<file path="config.mk">
export PLATFORM = sky130hd
export DESIGN_NAME = mar_prog_sequencer
export DESIGN_NICKNAME = d
export VERILOG_FILES = /design/src/rtl/cpu_pkg.sv /design/src/rtl/sync_edge_det.sv /design/src/rtl/mar_prog_sequencer.sv
export SDC_FILE = /design/constraint.sdc
export NUM_CORES = 1
export LEC_CHECK = 0
export BUFFER_PORTS_ARGS = -buffer_cell sky130_fd_sc_hd__buf_2
export CAP_MARGIN = 20
export CORE_MARGIN = 2
export CORE_UTILIZATION = 49
export CTS_BUF_LIST = sky130_fd_sc_hd__clkbuf_16
export DETAILED_ROUTE_END_ITERATION = 16
export GPL_TIMING_DRIVEN = 0
export PLACE_DENSITY = 0.84
export SLEW_MARGIN = 20
export SYNTH_ARGS = -nofsm -noshare
export SYNTH_HDL_FRONTEND = slang
export SYNTH_SLANG_ARGS = --single-unit
</file>
<file path="constraint.sdc">
create_clock -name clk -period 1.9 [get_ports clk]
set_clock_uncertainty 0.15 [all_clocks]
set_input_delay 0.19 -clock clk [delete_from_list [all_inputs] [get_ports clk]]
set_output_delay 0.19 -clock clk [all_outputs]
set_load 0.03 [all_outputs]
</file>
<file path="src/rtl/cpu_pkg.sv">
// Shared types and default widths for the SAP-style CPU memory-address path.
//   seq_state_e : programming sequencer state (RUN=0, 2 bits)
//   *_DEF       : default parameter values used by mar_prog_sequencer
package cpu_pkg;

    localparam int unsigned ADDR_W_DEF      = 4;
    localparam int unsigned DATA_W_DEF      = 8;
    localparam int unsigned SYNC_STAGES_DEF = 2;

    typedef enum logic [1:0] {
        ST_RUN     = 2'd0,
        ST_P_IDLE  = 2'd1,
        ST_P_WRITE = 2'd2,
        ST_P_INC   = 2'd3
    } seq_state_e;

endpackage

</file>
<file path="src/rtl/sync_edge_det.sv">
// Multi-stage synchroniser for an asynchronous front-panel input, plus a
// registered rising-edge detector.
//   clk, clr : clock, asynchronous active-high reset
//   din      : asynchronous input
//   level    : synchronised level (STAGES edges after din)
//   pulse    : one-cycle pulse, STAGES+1 edges after a rising din
module sync_edge_det #(
    parameter int unsigned STAGES = 2
) (
    input  logic clk,
    input  logic clr,
    input  logic din,
    output logic level,
    output logic pulse
);

    logic [STAGES-1:0] sync_q, sync_d;
    logic              prev_q, prev_d;
    logic              pulse_q, pulse_d;

    // Shift chain plus edge compare; the pulse is registered so that it
    // leaves this block on a flop rather than through gates.
    always_comb begin
        sync_d  = {sync_q[STAGES-2:0], din};
        prev_d  = sync_q[STAGES-1];
        pulse_d = sync_q[STAGES-1] & ~prev_q;
    end

    always_ff @(posedge clk or posedge clr) begin
        if (clr) begin
            sync_q  <= '0;
            prev_q  <= 1'b0;
            pulse_q <= 1'b0;
        end else begin
            sync_q  <= sync_d;
            prev_q  <= prev_d;
            pulse_q <= pulse_d;
        end
    end

    assign level = sync_q[STAGES-1];
    assign pulse = pulse_q;

endmodule

</file>
<file path="src/rtl/mar_prog_sequencer.sv">
// Memory address register with manual front-panel programming sequencer.
// Run mode: mem_addr loads from bus on reg_en. Program mode: RAM is driven
// from prog_addr (loaded from DIP switches) and the WRITE button becomes a
// single-cycle ram_we, optionally followed by an address increment.
//   clk, clr            : clock, asynchronous active-high reset
//   prog_en             : program-mode switch (async)
//   reg_en, bus         : run-mode address load
//   addr_sw, data_sw    : DIP switches
//   load_btn, write_btn : front-panel buttons (async)
//   auto_inc            : increment prog_addr after each write
//   addr, ram_we, ram_wdata : RAM interface
//   prog, busy          : status decoded from state
module mar_prog_sequencer
    import cpu_pkg::*;
#(
    parameter int unsigned ADDR_W      = ADDR_W_DEF,
    parameter int unsigned DATA_W      = DATA_W_DEF,
    parameter int unsigned SYNC_STAGES = SYNC_STAGES_DEF
) (
    input  logic              clk,
    input  logic              clr,
    input  logic              prog_en,
    input  logic              reg_en,
    input  logic [ADDR_W-1:0] bus,
    input  logic [ADDR_W-1:0] addr_sw,
    input  logic [DATA_W-1:0] data_sw,
    input  logic              load_btn,
    input  logic              write_btn,
    input  logic              auto_inc,
    output logic [ADDR_W-1:0] addr,
    output logic              ram_we,
    output logic [DATA_W-1:0] ram_wdata,
    output logic              prog,
    output logic              busy
);

    logic prog_s, load_p, write_p;
    logic prog_pulse_unused, load_level_unused, write_level_unused;

    sync_edge_det #(.STAGES(SYNC_STAGES)) u_sync_prog (
        .clk   (clk),
        .clr   (clr),
        .din   (prog_en),
        .level (prog_s),
        .pulse (prog_pulse_unused)
    );

    sync_edge_det #(.STAGES(SYNC_STAGES)) u_sync_load (
        .clk   (clk),
        .clr   (clr),
        .din   (load_btn),
        .level (load_level_unused),
        .pulse (load_p)
    );

    sync_edge_det #(.STAGES(SYNC_STAGES)) u_sync_write (
        .clk   (clk),
        .clr   (clr),
        .din   (write_btn),
        .level (write_level_unused),
        .pulse (write_p)
    );

    seq_state_e        state_q, state_d;
    logic [ADDR_W-1:0] mem_addr_q, mem_addr_d;
    logic [ADDR_W-1:0] prog_addr_q, prog_addr_d;
    logic [DATA_W-1:0] ram_wdata_q, ram_wdata_d;

    always_ff @(posedge clk or posedge clr) begin
        if (clr) begin
            state_q     <= ST_RUN;
            mem_addr_q  <= '0;
            prog_addr_q <= '0;
            ram_wdata_q <= '0;
        end else begin
            state_q     <= state_d;
            mem_addr_q  <= mem_addr_d;
            prog_addr_q <= prog_addr_d;
            ram_wdata_q <= ram_wdata_d;
        end
    end

    // Next-state and register updates. Pulses are only consumed in P_IDLE,
    // so anything arriving in WRITE/INC is dropped rather than queued.
    always_comb begin
        state_d     = state_q;
        mem_addr_d  = mem_addr_q;
        prog_addr_d = prog_addr_q;
        ram_wdata_d = ram_wdata_q;

        unique case (state_q)
            ST_RUN: begin
                if (reg_en) begin
                    mem_addr_d = bus;
                end
                if (prog_s) begin
                    state_d     = ST_P_IDLE;
                    prog_addr_d = addr_sw;
                end
            end
            ST_P_IDLE: begin
                // Write has priority; a simultaneous load is discarded.
                if (write_p) begin
                    state_d     = ST_P_WRITE;
                    ram_wdata_d = data_sw;
                end else if (load_p) begin
                    prog_addr_d = addr_sw;
                end else if (!prog_s) begin
                    state_d = ST_RUN;
                end
            end
            ST_P_WRITE: begin
                state_d = auto_inc ? ST_P_INC : ST_P_IDLE;
            end
            ST_P_INC: begin
                prog_addr_d = prog_addr_q + ADDR_W'(1);
                state_d     = ST_P_IDLE;
            end
            default: begin
                state_d = ST_RUN;
            end
        endcase
    end

    // Outputs are decoded from flops only; clr clears state_q asynchronously,
    // so ram_we drops without waiting for a clock.
    always_comb begin
        addr      = (state_q == ST_RUN) ? mem_addr_q : prog_addr_q;
        ram_we    = (state_q == ST_P_WRITE);
        ram_wdata = ram_wdata_q;
        prog      = (state_q != ST_RUN);
        busy      = (state_q == ST_P_WRITE) || (state_q == ST_P_INC);
    end

endmodule

</file>
### Yosys cells after proc, flatten, opt, wreduce, memory -nomap -nowiden

Index checks and enable logic that the tools add are counted.

* bits in registers: 28
* input bits: 23

* bitwise logic cells: 4
* add/sub/neg operators: 1
* reductions and logical operators: 8
* equality and inequality tests: 8
* mux-type cells: 11

Operator list (count)
* $mux 4: 4
* $pmux 4 s3: 1
* $mux 2: 5
* $pmux 2 s4: 1
* $ne 3x2->1 const B: 2
* $add 4x1->4 const B: 1
* $eq 2x2->1 const B: 2
* $ne 2x1->1 const B: 2
* $reduce_and 2->1: 2
* $reduce_and 4->1: 1
* $reduce_and 3->1: 1
* $reduce_bool 3->1: 1
* $and 1x1->1: 2
* $eq 2x1->1 const B: 1
* $logic_not 2->1: 1
* $ne 2x2->1 const B: 1
* $not 1->1: 2
* $reduce_bool 2->1: 1
* $logic_or 1x1->1: 1

### Depth between registers and ports, before layout

Gate-level depths: netlist of run 1.

* word-level depth: 4
* gate-level depth with buffers: 7

### Hierarchy

A second synthesis of run 1 with hierarchy kept.

* cell total of the unflattened synthesis: 98
* area total of the unflattened synthesis: 1312.5 µm²

By module, submodules not included
* mar_prog_sequencer: sequential area each 450.4 µm², times used 1, area each 959.7 µm², cells each 80
* sync_edge_det: sequential area each 100.1 µm², times used 3, area each 117.6 µm², cells each 6

### Worst setup path before layout of run 1

Ideal clock, no wire load.

* kind: register -> register
* from: reg state_q[0]
* to: reg prog_addr_q[3]
* path slack: 151 ps
* data required time: 1622 ps
* buffers on the path: 1
* arrival time: 1470 ps
* stages on the path, launching flop included: 8
* cells stage by stage: dfrtp_1 -> inv_1 -> ha_1 -> buf_6 -> nor2b_4 -> a211oi_4 -> mux2i_1 -> nand3_1

* longest elaborated chain between the ends: 3
* elaborated cells on any way between the ends: 9

RTL lines
* start: declaration: RTL line mar_prog_sequencer.sv:64 `seq_state_e state_q, state_d;`
* start signal: assignment: RTL line mar_prog_sequencer.sv:76 `state_q <= state_d;`
* $eq 2x1->1, or another cell as far along: RTL line mar_prog_sequencer.sv:91 `unique case (state_q)`
* $ne 2x2->1 (no source line), or another cell as far along
* $reduce_and 4->1 (no source line)
* end signal: assignment: RTL line mar_prog_sequencer.sv:78 `prog_addr_q <= prog_addr_d;`
* end: declaration: RTL line mar_prog_sequencer.sv:66 `logic [ADDR_W-1:0] prog_addr_q, prog_addr_d;`

Parallel ways exist; a longest one is shown, timed or not.
A chain may end at the register's enable or synchronous reset.

### Worst setup path in the final report of run 1

* from: reg state_q[1]
* to: reg prog_addr_q[3]

Same word-level chain as after synthesis.

==> results of run 1 <==
==> placed cells by master, fill, tap and decap left out, drive strengths merged, types with 2 or more instances in the layout <==
cell         instances
nand2                7
mux2i                3
clkbuf               3
dfrtp               28
nor2                 2
o21ai                4
dlygate4sd3          9
nand3                4
ha                   5
a21oi                3
nand2b               2
mux2                16
buf                 41
inv                  6
nor2b                3
==> final cells by class <==
type / count / area (um^2) / area share
buffer: 1 / 11.3 / 0.00673
clock buffer: 3 / 75.1 / 0.0448
tap: 28 / 35.0 / 0.0209
multi-input combinational: 55 / 477 / 0.285
inverter: 6 / 22.5 / 0.0135
sequential: 28 / 701 / 0.419
clock inverter: 1 / 30.0 / 0.0179
timing repair buffer: 49 / 323 / 0.193
==> registers in the layout, indices dropped and copies added, names as in the netlist, 2 cells and up <==
name / flops
mem_addr_q: 4
prog_addr_q: 4
ram_wdata: 8
state_q: 2
u_sync_load.sync_q: 2
u_sync_prog.sync_q: 2
u_sync_write.sync_q: 2
==> per-layer routing <==
layer / part of all wire / vias up
met4: 0 / 0
met5: 0 / -
met2: 0.52 / 25
met1: 0.43 / 414
met3: 0.048 / 0
li1: - / 411
==> power by group <==
part | leakage [nW] | internal (W) | switching (W)
Sequential | 0.330 | 0.000803 | 0.000139
Clock | 0.0511 | 0.000419 | 0.000190
Combinational | 0.417 | 0.000662 | 0.000826
==> metrics by stage <==
step / power, W / cell area, um^2 / setup slack [ns] / hold slack, ns / util
after floorplan: 0.00191 / 1200 / 0.151 / 0.0714 / -
after global placement: 0.00218 / 1420 / 0.0340 / 0.147 / 0.630
after detailed placement: 0.00225 / 1420 / -0.0569 / 0.150 / 0.630
after CTS: 0.00291 / 1620 / 0.00735 / 0.00332 / 0.717
after global routing: 0.00321 / 1670 / -0.00210 / 0.0112 / 0.743
final: 0.00304 / 1670 / 0.0418 / 0.00170 / 0.743
==> what timing repair did <==
item / in CTS / in global routing
pin swaps: 1 / 3
hold endpoints to repair: 8 / 28
hold buffers: 8 / 1
buffers inserted: 2 / 1
setup endpoints to repair: 7 / 6
resized for setup: 0 / 17
==> cells by family (layout without fill, tap and decap cells) <==
family          after synthesis  after routing  synth area share
compound gates               10             10            0.0626
flops                        28             28             0.584
mux                          19             19             0.175
buf+inv                       8             60            0.0313
simple gates                 21             21            0.0949
fa+ha+maj                     5              5            0.0521
==> worst max-delay path by stage <==
| stage | to | slack, ns | cells after the start |
|---|---|---|---|
| final | prog_addr_q[3]$_DFFE_PP0P_ | 0.04 | 7 |
| after global routing | prog_addr_q[3]$_DFFE_PP0P_ | -0.002 | 7 |
| after CTS | addr[0] | 0.007 | 5 |
| after detailed placement | prog_addr_q[3]$_DFFE_PP0P_ | -0.06 | 7 |
| after global placement | prog_addr_q[3]$_DFFE_PP0P_ | 0.03 | 7 |
| after floorplan | prog_addr_q[3]$_DFFE_PP0P_ | 0.15 | 7 |
==> results.sh, run 1 <==
export IMPL_cp_slowest_stage_delay_ns=0.39
export IMPL_tightest_slew_ns=0.558
export IMPL_use_met2=0.335
export IMPL_instances_no_fill=171
export IMPL_antenna_found_initial=0
export IMPL_synth_nets=119
export IMPL_syn_avg_cell_area_um2=13.2
export IMPL_synth_edff_count=0
export IMPL_hold_viol=0
export IMPL_wl_per_cell_um=13.0
export IMPL_critPathLaunch="state_q[1]$_DFFE_PP0P_"
export IMPL_synthTopCellsByCount="dfrtp_1 (28), mux2_1 (8), mux2_2 (8), nand2_1 (7)"
export IMPL_clock_sinks=28
export IMPL_r2r_end="prog_addr_q[3]$_DFFE_PP0P_"
export IMPL_grtUsageTotal=0.183
export IMPL_ys_types=24
export IMPL_holdPathEnd="ram_wdata[1]$_DFFE_PP0P_"
export IMPL_fin_tns_setup_ns=0
export IMPL_fmax_ghz=0.538
export IMPL_clockBufferDepth=2
export IMPL_postSynth_asyncResetShare=1.00
export IMPL_min_path_cells=2
export IMPL_vias=850
export IMPL_cts_buffers_inserted=3
export IMPL_syn_inst=91
export IMPL_nFillCells=150
export IMPL_ys_ff_latch=28
export IMPL_rrSetupSlack_ns=0.04
export IMPL_grt_pass1_vias=895
export IMPL_period_share=0.978
export IMPL_die_area_um2=2860
export IMPL_hpwl_mm=1.57
export IMPL_die_x_um=53.5
export IMPL_finalSetupViolations=0
export IMPL_rows=17
export IMPL_cp_top_family="flip-flops"
export IMPL_tritoncts="done"
export IMPL_grt_use_met1=0.216
export IMPL_initial_utilization=0.532
export IMPL_grt_pass1_wl_mm=3.77
export IMPL_first_pass_iters=3
export IMPL_drive_gt1_frac=0.441
export IMPL_grt_max_degree=29
export IMPL_viasPerCell=4.97
export IMPL_num_antenna_cells=0
export IMPL_yosysTopAreaCell="dfrtp_1"
export IMPL_syn_area_um2=1200
export IMPL_rsz0062_at_grt="yes"
export IMPL_htree_levels=1
export IMPL_power_leakage_nw=0.799
export IMPL_post_place_cells=156
export IMPL_outcome="finished clean"
export IMPL_hp_class="in2reg"
export IMPL_drt_iter0_drc=7
export IMPL_yosys_top_cells_area="dfrtp_1 (58%), mux2_1 (7.5%), mux2_2 (7.5%)"
export IMPL_area_growth_pct=39.5
export IMPL_arrival_ns=1.84
export IMPL_worst_path_buf_inv=2
export IMPL_overflow=0
export IMPL_setup_worst_path_class="reg2reg"
export IMPL_core_um2=2250
export IMPL_synth_most_common_cell="dfrtp_1"
export IMPL_grt_use_met3=0.0311
export IMPL_power_density_nw_per_um2=1810
export IMPL_yosys_warnings=0
export IMPL_drcViolationCount=0
export IMPL_ant_nets=0
export IMPL_cap_violations=0
export IMPL_insertion_delay_ns=0.26
export IMPL_slew_violations=0
export IMPL_port_buffers=37
export IMPL_cp_end_kind="register"
export IMPL_start_kind="register"
export IMPL_io_pins=38
export IMPL_clk_pin_slew_ns=0.07
export IMPL_cts_root_buf="clkbuf_16"
export IMPL_hold_start="data_sw[1]"
export IMPL_path_max_fanout=7
export IMPL_crit_slowest_cell="dfrtp_1"
export IMPL_ys_seq_area_frac=0.584
export IMPL_cp_required_ns=1.89
export IMPL_place_congestion=0.728
export IMPL_path_cells="inv_2 > ha_4 > buf_6 > nor2b_4 > a211oi_4 > mux2i_1 > nand3_1"
export IMPL_rr_startpoint="state_q[1]$_DFFE_PP0P_"
export IMPL_dieHeight_um=53.5
export IMPL_synth_top_area_share=0.584
export IMPL_synth_flop_cell="dfrtp_1"
export IMPL_busiest_layer="met2"
export IMPL_nNetsFinal=172
export IMPL_drt_wl_total_mm=2.23
export IMPL_slew_headroom=0.627
export IMPL_ir_drop_mv=1.33
export IMPL_rr_worst_depth=7
export IMPL_period_minus_slack_ns=1.86
No activity file was read; power rests on OpenSTA's default activity.
==> inputs of run 2 (changes only) <==
--- a/config.mk
+++ b/config.mk
@@ -6,13 +6,12 @@
 export NUM_CORES = 1
 export LEC_CHECK = 0
 export BUFFER_PORTS_ARGS = -buffer_cell sky130_fd_sc_hd__buf_2
-export CAP_MARGIN = 20
 export CORE_MARGIN = 2
-export CORE_UTILIZATION = 49
+export CORE_UTILIZATION = 53
 export CTS_BUF_LIST = sky130_fd_sc_hd__clkbuf_16
 export DETAILED_ROUTE_END_ITERATION = 16
 export GPL_TIMING_DRIVEN = 0
-export PLACE_DENSITY = 0.84
+export PLACE_DENSITY = 0.9
 export SLEW_MARGIN = 20
 export SYNTH_ARGS = -nofsm -noshare
 export SYNTH_HDL_FRONTEND = slang
==> constraint.sdc (replaced) <==
create_clock -name clk -period 2.3 [get_ports clk]
set_clock_uncertainty 0.15 [all_clocks]
set_input_delay 0.23 -clock clk [delete_from_list [all_inputs] [get_ports clk]]
set_output_delay 0.23 -clock clk [all_outputs]
set_load 0.03 [all_outputs]
==> run 2 against run 1 <==
Worst setup slack better by 0.30 ns. Hold slack improved by 0.030 ns. Global-route usage rose by 1.3 points. Critical path depth fell by 3. Core utilization is 2.1 points lower. Total power is 23% lower. Sequential share of layout area rose by 2.9 points. First-iteration DRC count is 86% higher. Final cell count fell by 4.1%. Critical endpoint is now busy. Highest routed layer is now met4.
==> results.sh, run 2 (same netlist as run 1, synthesis figures left out) <==
export IMPL_outcome="finished clean"
export IMPL_first_pass_iters=4
export IMPL_ant_nets=0
export IMPL_setup_worst_path_class="reg2out"
export IMPL_dieHeight_um=51.6
export IMPL_power_density_nw_per_um2=1500
export IMPL_wl_per_cell_um=13.1
export IMPL_cp_end_kind="output pin"
export IMPL_die_area_um2=2660
export IMPL_rsz0062_at_grt="no"
export IMPL_cap_violations=0
export IMPL_rr_startpoint="state_q[0]$_DFFE_PP0P_"
export IMPL_crit_slowest_cell="dfrtp_1"
export IMPL_slew_headroom=0.625
export IMPL_period_minus_slack_ns=1.96
export IMPL_num_antenna_cells=0
export IMPL_cts_buffers_inserted=3
export IMPL_hold_viol=0
export IMPL_viasPerCell=4.96
export IMPL_hpwl_mm=1.60
export IMPL_drcViolationCount=0
export IMPL_final_cell_mix="buf_2 (37), dfrtp_1 (28), mux2_1 (8), mux2_2 (8), nand2_1 (7)"
export IMPL_period_share=0.850
export IMPL_insertion_delay_ns=0.26
export IMPL_cts_root_buf="clkbuf_16"
export IMPL_grt_use_met3=0.0287
export IMPL_nNetsFinal=165
export IMPL_r2r_end="prog_addr_q[3]$_DFFE_PP0P_"
export IMPL_arrival_ns=1.58
export IMPL_drt_iter0_drc=13
export IMPL_cp_required_ns=1.92
export IMPL_initial_utilization=0.553
export IMPL_fin_tns_setup_ns=0
export IMPL_grt_max_degree=29
export IMPL_vias=813
export IMPL_path_max_fanout=10
export IMPL_final_common_cell="buf_2"
export IMPL_use_met2=0.344
export IMPL_clock_sinks=28
export IMPL_busiest_layer="met2"
export IMPL_cts_resized_gates=0
export IMPL_hp_class="in2reg"
export IMPL_grt_pass1_vias=898
export IMPL_slew_violations=0
export IMPL_tightest_slew_ns=0.562
export IMPL_critPathCapture="busy"
export IMPL_postCtsSetupBuffers=0
export IMPL_path_cells="ha_1 > clkbuf_1 > or2_2 > buf_2"
export IMPL_htree_levels=1
export IMPL_clk_pin_slew_ns=0.07
export IMPL_rows=17
export IMPL_critPathLaunch="state_q[0]$_DFFE_PP0P_"
export IMPL_grt_pass1_wl_mm=3.84
export IMPL_place_congestion=0.733
export IMPL_clockBufferDepth=2
export IMPL_port_buffers=37
export IMPL_antenna_found_initial=0
export IMPL_io_pins=38
export IMPL_cp_slowest_stage_delay_ns=0.41
export IMPL_grt_use_met1=0.242
export IMPL_fmax_ghz=0.511
export IMPL_overflow=0
export IMPL_core_um2=2170
export IMPL_grtUsageTotal=0.195
export IMPL_power_leakage_nw=0.755
export IMPL_die_x_um=51.6
export IMPL_area_growth_pct=30.4
export IMPL_start_kind="register"
export IMPL_finalSetupViolations=0
export IMPL_rr_worst_depth=7
export IMPL_ctsHoldBuffers=3
export IMPL_hold_ws_ns=0.0322
export IMPL_tritoncts="done"
export IMPL_drive_gt1_frac=0.412
export IMPL_ir_drop_mv=0.812
export IMPL_drt_wl_total_mm=2.16
export IMPL_largest_reg_flops=8
export IMPL_rrSetupSlack_ns=0.39
## run 2: worst min-delay path by stage
stage	endpoint	cells after the start	start	slack, ns
floorplan	u_sync_load.sync_q[0]$_DFF_PP0_	0	load_btn	0.11
global placement	u_sync_prog.sync_q[1]$_DFF_PP0_	0	u_sync_prog.sync_q[0]$_DFF_PP0_	0.18
detailed placement	u_sync_write.sync_q[1]$_DFF_PP0_	0	u_sync_write.sync_q[0]$_DFF_PP0_	0.19
CTS	ram_wdata[1]$_DFFE_PP0P_	2	data_sw[1]	0.03
global route	ram_wdata[7]$_DFFE_PP0P_	2	data_sw[7]	0.03
finish	ram_wdata[1]$_DFFE_PP0P_	2	data_sw[1]	0.03
## run 2: layout make-up
type                       instances  area, um^2
clock inverter                     1        30.0
fill                             164         604
timing repair buffer              41         225
inverter                           6        22.5
buffer                             2        15.0
multi-input combinational         55         462
clock buffer                       3        75.1
tap                               28        35.0
sequential                        28         701
## run 2: power breakdown
group          internal, W  leakage (nW)  switching [W]  total, W
registers         0.000663         0.330       0.000115  0.000778
clock network     0.000346        0.0511       0.000156  0.000502
logic             0.000425         0.374       0.000640   0.00106
total              0.00143         0.755       0.000910   0.00235
## run 2: worst max-delay path: cells and delay by family (launching register included)
family        cells  cell delay, ns
simple gates      1            0.33
flops             1            0.41
fa+ha+maj         1            0.20
buf+inv           2            0.38
## run 2: layer usage
metal  vias up  share of wire
met5         -              0
met4         0         0.0074
met3         4          0.051
met2        30           0.51
met1       382           0.43
li1        397              -
## run 2: metrics by stage
stage | util | std cells | worst slack, ns | total power (W) | cell area, um^2
5_1_grt | 0.721 | 164 | 0.245 | 0.00251 | 1570
6_report | 0.721 | 164 | 0.345 | 0.00235 | 1570
2_1_floorplan | - | 91 | 0.551 | 0.00158 | 1200
3_5_place_dp | 0.655 | 156 | 0.373 | 0.00185 | 1420
3_3_place_gp | 0.655 | 156 | 0.437 | 0.00180 | 1420
4_1_cts | 0.717 | 163 | 0.338 | 0.00236 | 1560
